$ cat src/rtl/mips_mmio_pkg.sv
// Shared definitions for the data-memory MMIO responder: register window
// offsets, CTRL/STATUS bit positions and the timer state encoding.
package mips_mmio_pkg;

    localparam logic [4:0] OFF_GPO    = 5'h00;
    localparam logic [4:0] OFF_GPI    = 5'h04;
    localparam logic [4:0] OFF_CTRL   = 5'h08;
    localparam logic [4:0] OFF_LOAD   = 5'h0C;
    localparam logic [4:0] OFF_COUNT  = 5'h10;
    localparam logic [4:0] OFF_STATUS = 5'h14;

    localparam int CTRL_EN      = 0;
    localparam int CTRL_AUTO    = 1;
    localparam int CTRL_IRQ_EN  = 2;
    localparam int STAT_EXPIRED = 0;

    typedef enum logic [1:0] {
        TMR_IDLE    = 2'd0,
        TMR_RUN     = 2'd1,
        TMR_EXPIRED = 2'd2
    } tmr_state_e;

endpackage

$ cat src/rtl/mmio_timer.sv
// Down-counting timer with one-shot / auto-reload modes, sticky expiry flag
// (write-1-to-clear) and a level interrupt.
module mmio_timer
    import mips_mmio_pkg::*;
(
    input  logic        i_clk,
    input  logic        i_rst_n,
    input  logic        i_wr_ctrl,
    input  logic        i_wr_load,
    input  logic        i_wr_status,
    input  logic [31:0] i_wdata,
    output logic [2:0]  o_ctrl,
    output logic [31:0] o_load,
    output logic [31:0] o_count,
    output logic        o_expired,
    output logic        o_irq
);

    tmr_state_e  r_state;
    tmr_state_e  w_state_nxt;
    logic [2:0]  r_ctrl;
    logic [31:0] r_load;
    logic [31:0] r_count;
    logic [31:0] w_count_nxt;
    logic        r_status;
    logic        w_status_nxt;
    logic        w_expire;
    logic        w_en_wr1;
    logic        w_en_wr0;

    assign w_en_wr1 = i_wr_ctrl &  i_wdata[CTRL_EN];
    assign w_en_wr0 = i_wr_ctrl & ~i_wdata[CTRL_EN];

    always_comb begin
        w_state_nxt = r_state;
        w_count_nxt = r_count;
        w_expire    = 1'b0;
        // Disabling wins over everything, including a same-cycle expiry.
        if (w_en_wr0) begin
            w_state_nxt = TMR_IDLE;
        end else begin
            case (r_state)
                TMR_IDLE: begin
                    if (w_en_wr1) begin
                        w_count_nxt = r_load;
                        w_state_nxt = TMR_RUN;
                    end
                end
                TMR_RUN: begin
                    if (r_count != 32'd0) begin
                        w_count_nxt = r_count - 32'd1;
                    end else begin
                        w_expire = 1'b1;
                        if (r_ctrl[CTRL_AUTO]) begin
                            w_count_nxt = r_load;
                        end else begin
                            w_state_nxt = TMR_EXPIRED;
                        end
                    end
                end
                TMR_EXPIRED: begin
                    if (w_en_wr1) begin
                        w_count_nxt = r_load;
                        w_state_nxt = TMR_RUN;
                    end
                end
                default: w_state_nxt = TMR_IDLE;
            endcase
        end
    end

    assign w_status_nxt = w_expire | (r_status & ~(i_wr_status & i_wdata[STAT_EXPIRED]));

    always_ff @(posedge i_clk or negedge i_rst_n) begin
        if (!i_rst_n) begin
            r_state  <= TMR_IDLE;
            r_ctrl   <= 3'd0;
            r_load   <= 32'd0;
            r_count  <= 32'd0;
            r_status <= 1'b0;
        end else begin
            r_state  <= w_state_nxt;
            r_count  <= w_count_nxt;
            r_status <= w_status_nxt;
            if (i_wr_ctrl) begin
                r_ctrl <= i_wdata[2:0];
            end
            if (i_wr_load) begin
                r_load <= i_wdata;
            end
        end
    end

    assign o_ctrl    = r_ctrl;
    assign o_load    = r_load;
    assign o_count   = r_count;
    assign o_expired = r_status;
    assign o_irq     = r_status & r_ctrl[CTRL_IRQ_EN];

endmodule

$ cat src/rtl/dmem_mmio_responder.sv
// Data-memory responder for the core's MEM stage: word RAM at the bottom of
// the address space plus a small register window (GPO, GPI, timer).
module dmem_mmio_responder
    import mips_mmio_pkg::*;
#(
    parameter int          RAM_WORDS = 64,
    parameter int          GPIO_W    = 32,
    parameter logic [31:0] MMIO_BASE = 32'h800
) (
    input  logic              clk,
    input  logic              rst,
    input  logic              we_dm,
    input  logic [31:0]       addr,
    input  logic [31:0]       wd_dm,
    output logic [31:0]       rd_dm,
    input  logic [GPIO_W-1:0] gpi,
    output logic [GPIO_W-1:0] gpo,
    output logic              irq
);

    localparam int RAM_AW = $clog2(RAM_WORDS);

    logic [31:0]       r_ram [RAM_WORDS];
    logic [GPIO_W-1:0] r_gpo;
    logic [GPIO_W-1:0] r_gpi_s1;
    logic [GPIO_W-1:0] r_gpi_s2;

    logic [29:0]       w_word_off;
    logic [4:0]        w_slot;
    logic              w_is_ram;
    logic              w_mmio;
    logic [RAM_AW-1:0] w_ram_idx;
    logic              w_wr_gpo;
    logic              w_wr_ctrl;
    logic              w_wr_load;
    logic              w_wr_status;
    logic [2:0]        w_ctrl;
    logic [31:0]       w_load;
    logic [31:0]       w_count;
    logic              w_expired;
    logic [31:0]       w_gpo_ext;
    logic [31:0]       w_gpi_ext;
    logic [31:0]       w_rd;
    logic              w_unused;

    // Decode on word addresses; the byte lane bits never select anything.
    assign w_word_off = addr[31:2] - MMIO_BASE[31:2];
    assign w_slot     = {w_word_off[2:0], 2'b00};
    assign w_is_ram   = (addr[31:RAM_AW+2] == '0);
    assign w_mmio     = ~w_is_ram && (addr[31:2] >= MMIO_BASE[31:2]) && (w_word_off[29:3] == '0);
    assign w_ram_idx  = addr[RAM_AW+1:2];
    assign w_unused   = ^addr[1:0];

    assign w_wr_gpo    = we_dm & w_mmio & (w_slot == OFF_GPO);
    assign w_wr_ctrl   = we_dm & w_mmio & (w_slot == OFF_CTRL);
    assign w_wr_load   = we_dm & w_mmio & (w_slot == OFF_LOAD);
    assign w_wr_status = we_dm & w_mmio & (w_slot == OFF_STATUS);

    always_ff @(posedge clk) begin
        if (we_dm && w_is_ram) begin
            r_ram[w_ram_idx] <= wd_dm;
        end
    end

    always_ff @(posedge clk or negedge rst) begin
        if (!rst) begin
            r_gpo    <= '0;
            r_gpi_s1 <= '0;
            r_gpi_s2 <= '0;
        end else begin
            r_gpi_s1 <= gpi;
            r_gpi_s2 <= r_gpi_s1;
            if (w_wr_gpo) begin
                r_gpo <= wd_dm[GPIO_W-1:0];
            end
        end
    end

    mmio_timer u_timer (
        .i_clk       (clk),
        .i_rst_n     (rst),
        .i_wr_ctrl   (w_wr_ctrl),
        .i_wr_load   (w_wr_load),
        .i_wr_status (w_wr_status),
        .i_wdata     (wd_dm),
        .o_ctrl      (w_ctrl),
        .o_load      (w_load),
        .o_count     (w_count),
        .o_expired   (w_expired),
        .o_irq       (irq)
    );

    always_comb begin
        w_gpo_ext = '0;
        w_gpi_ext = '0;
        w_gpo_ext[GPIO_W-1:0] = r_gpo;
        w_gpi_ext[GPIO_W-1:0] = r_gpi_s2;
    end

    always_comb begin
        w_rd = '0;
        if (w_is_ram) begin
            w_rd = r_ram[w_ram_idx];
        end else if (w_mmio) begin
            case (w_slot)
                OFF_GPO:    w_rd = w_gpo_ext;
                OFF_GPI:    w_rd = w_gpi_ext;
                OFF_CTRL:   w_rd = {29'd0, w_ctrl};
                OFF_LOAD:   w_rd = w_load;
                OFF_COUNT:  w_rd = w_count;
                OFF_STATUS: w_rd = {31'd0, w_expired};
                default:    w_rd = '0;
            endcase
        end
    end

    assign rd_dm = w_rd;
    assign gpo   = r_gpo;

endmodule

$ cat config.mk
export PLATFORM = sky130hd
export DESIGN_NAME = dmem_mmio_responder
export DESIGN_NICKNAME = d
export VERILOG_FILES = /design/src/rtl/mips_mmio_pkg.sv /design/src/rtl/mmio_timer.sv /design/src/rtl/dmem_mmio_responder.sv
export SDC_FILE = /design/constraint.sdc
export NUM_CORES = 2
export LEC_CHECK = 0
export CAP_MARGIN = 0
export CORE_AREA = 2 2 295 442
export CTS_CLUSTER_DIAMETER = 200
export DETAILED_ROUTE_END_ITERATION = 8
export DIE_AREA = 0 0 297 444
export GPL_TIMING_DRIVEN = 1
export HOLD_SLACK_MARGIN = 0.12
export PLACE_DENSITY = 0.83
export SYNTH_ARGS = -nofsm -noshare
export SYNTH_HDL_FRONTEND = slang
export SYNTH_SLANG_ARGS = --single-unit
export TNS_END_PERCENT = 20
$ cat constraint.sdc
create_clock -name clk -period 8 [get_ports clk]
set_input_delay 1.6 -clock clk [delete_from_list [all_inputs] [get_ports clk]]
set_output_delay 1.6 -clock clk [all_outputs]
set_load 0.05 [all_outputs]
==> impl_metrics.env <==
export IMPL_total_power_mw=22.5
export IMPL_ios=164
export IMPL_utilization_pct=73.1
export IMPL_cts_max_level=4
export IMPL_netSwitchingFraction_pct=21.1
export IMPL_initial_drt_pass_iterations=9
export IMPL_synth_top_cell_area_share_pct=74.4
export IMPL_worst_setup_hold_path_clk_slew_ps=70
export IMPL_root_buffer_cell="sky130_fd_sc_hd__clkbuf_16"
export IMPL_final_design_area_no_fill_mm2=0.0937
export IMPL_ys_ff_latch=2214
export IMPL_top_usage_layer="met2"
export IMPL_final_hold_violation_count=0
export IMPL_gp_congestion=0.981
export IMPL_clkLatencyLatePin_ps=830
export IMPL_drive_gt1_share_pct=13.4
export IMPL_nets=4964
export IMPL_cts_resized=0
export IMPL_critical_path_endpoint_type="output port"
export IMPL_mostFrequentLayoutCell="sky130_fd_sc_hd__edfxtp_1"
export IMPL_timing_final_setup_violations=0
export IMPL_starting_utilization_of_the_core_area_pct=64.5
export IMPL_viasPerCell=7.82
export IMPL_timing_worst_setup_path_type="in2out"
export IMPL_layout_worst_path_cycle_share_pct=89.2
export IMPL_yosysWarnings=0
export IMPL_avgRoutedWirePerCell_um=37.1
export IMPL_ys_top_cells_by_area="sky130_fd_sc_hd__edfxtp_1 74%, sky130_fd_sc_hd__a22oi_1 8.1%, sky130_fd_sc_hd__dfrtp_1 5.0%, sky130_fd_sc_hd__clkbuf_1 1.3%, sky130_fd_sc_hd__mux2_2 0.91%"
export IMPL_die_width_um=297
export IMPL_antenna_violations_before_repair=20
export IMPL_groute_usage_overall_pct=37.6
export IMPL_worst_ir_drop_vdd_v=0.000238
export IMPL_synthDistinctLibCells=66
export IMPL_pwr_share_seq_pct=56.3
export IMPL_max_cap_viol_count=0
export IMPL_drt_iter0_markers=9554
export IMPL_rsz0062_at_grt="false"
export IMPL_grt_pass1_wl_um=357000
export IMPL_postSynthNetCount=4782
export IMPL_timing_setup_tns_ps=0
export IMPL_drv_slew=0
export IMPL_combinationalPowerShare_pct=4.4
export IMPL_area_leader_netlist="sky130_fd_sc_hd__edfxtp_1"
export IMPL_grt_max_degree=141
export IMPL_postPlaceCellArea_mm2=0.0878
export IMPL_synth_async_reset_ratio_pct=7.50
export IMPL_cellLeakagePower_nw=29.0
export IMPL_power_share_clock_pct=39.4
export IMPL_synth_enable_flop_cells=2048
export IMPL_critical_path_required_ps=6400
export IMPL_crit_arrival_ps=5540
export IMPL_crit_path_max_fanout=68
export IMPL_synthesized_area_mm2=0.0826
export IMPL_hold_class="reg2reg"
export IMPL_grt_ovfl_total=0
export IMPL_cell_internal_pwr_mw=17.7
export IMPL_die_area_mm2=0.132
export IMPL_core_area_mm2=0.128
export IMPL_synthesis_instances=4681
export IMPL_met2_routing_resource_usage_after_global_routing_pct=59.7
export IMPL_numClockSinks=2214
export IMPL_status="completed"
export IMPL_hold_buffers=0
export IMPL_via_count=52700
export IMPL_cts_tree="yes"
export IMPL_ant_nets=0
export IMPL_slew_limit_headroom_pct=9.62
export IMPL_flow_area_growth_from_synthesis_pct=13.4
export IMPL_syn_area_per_cell_um2=17.6
export IMPL_cp_start_kind="input port"
export IMPL_p_per_area_mw_per_mm2=240
export IMPL_clock_buffers_created_by_tritoncts=178
export IMPL_finalWirelength_um=250000
export IMPL_globalRouteMet1Util_pct=45.5
export IMPL_chipHeight_um=444
export IMPL_clk_path_buf_depth=3
export IMPL_final_worst_path_period_need_ps=7140
export IMPL_tightestPinTransition_ps=1360
export IMPL_cts_setup_buffers=0
export IMPL_clock_fmax_mhz=140
export IMPL_hpwl_um=137000
export IMPL_row_count=161
export IMPL_synth_main_ff_cell="sky130_fd_sc_hd__edfxtp_1"
export IMPL_port_buffer_count=161
export IMPL_grtUsageMet3_pct=10.0
export IMPL_synth_yosys_seq_area_share_pct=79.5
export IMPL_power_net_switching_mw=4.76
export IMPL_drc_errors=0
export IMPL_via_count_of_the_first_global_routing_pass=51800
export IMPL_worst_clock_skew_ps=31.4
export IMPL_layout_common_cells="2048 x sky130_fd_sc_hd__edfxtp_1, 891 x sky130_fd_sc_hd__a22oi_1, 182 x sky130_fd_sc_hd__clkbuf_16"
## critical path, cell delays in order
cell and delay (ps):
sky130_fd_sc_hd__buf_6 420, sky130_fd_sc_hd__and3b_4 520, sky130_fd_sc_hd__buf_12 330, sky130_fd_sc_hd__a22oi_1 250
sky130_fd_sc_hd__nand4_1 250, sky130_fd_sc_hd__a2111oi_0 980, sky130_fd_sc_hd__buf_4 240, sky130_fd_sc_hd__and3_1 290
sky130_fd_sc_hd__o22ai_1 250, sky130_fd_sc_hd__buf_12 230
## final timing paths
path | start | end | slack [ps] | cells past startpoint
hold / removal | r_gpi_s1[9]$_DFF_PN0_ | r_gpi_s2[9]$_DFF_PN0_ | 350 | 0
hold reg to reg | r_gpi_s1[9]$_DFF_PN0_ | r_gpi_s2[9]$_DFF_PN0_ | 350 | 0
min in group asynchronous | rst | gpo[15]$_DFFE_PN0P_ | 830 | 1
max in group asynchronous | rst | gpo[6]$_DFFE_PN0P_ | 5590 | 2
setup / recovery | addr[4] | rd_dm[31] | 860 | 10
setup reg to reg | u_timer.o_count[8]$_DFFE_PN0P_ | u_timer.o_count[29]$_DFFE_PN0P_ | 4060 | 7
## cell usage after synthesis, types with 57 or more instances
cell type                   instances
sky130_fd_sc_hd__edfxtp_1        2048
sky130_fd_sc_hd__a22oi_1          891
sky130_fd_sc_hd__clkbuf_1         290
sky130_fd_sc_hd__dfrtp_1          166
sky130_fd_sc_hd__nand4_1          115
sky130_fd_sc_hd__a21oi_1          113
sky130_fd_sc_hd__nor2_1            98
sky130_fd_sc_hd__a41oi_1           84
sky130_fd_sc_hd__and4b_1           67
sky130_fd_sc_hd__mux2_2            67
sky130_fd_sc_hd__nor4bb_1          66
sky130_fd_sc_hd__a31oi_1           65
sky130_fd_sc_hd__a2111oi_0         57
## cell families after synthesis
logic type               share of synthesized area (%)
XOR/XNOR                                        0.0106
flip-flops                                        79.5
adder cells (fa/ha/maj)                         0.0303
multiplexers                                     0.938
AND/OR/NAND/NOR                                   4.90
buffers and inverters                             1.73
AO/OA/AOI/OAI                                     12.9
## routing by layer
metal	up-vias	share of wire (%)
met2	5667	48
met4	22	7.6
met5	-	0.063
li1	20200	-
met3	1174	15
met1	25600	30
## area by class of cell
class / count / area, µm²
timing repair buffer: 358 / 3890
multi-input combinational: 2094 / 16100
inverter: 17 / 63.8
clock buffer: 218 / 4690
antenna: 9 / 22.5
clock inverter: 111 / 1140
sequential: 2214 / 65700
tap: 1711 / 2140
fill: 6692 / 34400
## metrics by stage
| stage | setup WS [ps] | std cells | hold WS (ps) |
|---|---|---|---|
| after floorplan | 2080 | 4681 | 331 |
| after detailed placement | 1090 | 6394 | 335 |
| after CTS | 1050 | 6723 | 352 |
| after global placement | 1120 | 6394 | 336 |
| final | 865 | 6732 | 353 |
| after global routing | 849 | 6727 | 358 |
## flip-flops by register name, indices dropped and copies added, names as in the netlist
register / cells
r_ram: 2048
gpo: 32
r_gpi_s1: 32
r_gpi_s2: 32
u_timer.o_count: 32
u_timer.o_load: 32
u_timer.o_ctrl: 3
u_timer.r_state: 2
u_timer.o_expired: 1
## power groups by stage
| stage | combinational (mW) | clock (mW) | sequential [mW] |
|---|---|---|---|
| after detailed placement | 0.918 | 0 | 12.9 |
| after floorplan | 0.379 | 0 | 12.9 |
| final | 0.982 | 8.86 | 12.7 |
| after CTS | 0.936 | 8.83 | 12.7 |
| after global routing | 1.00 | 9.24 | 12.7 |
| after global placement | 0.890 | 0 | 12.9 |
Note: power is estimated with default switching activity, not from simulation.
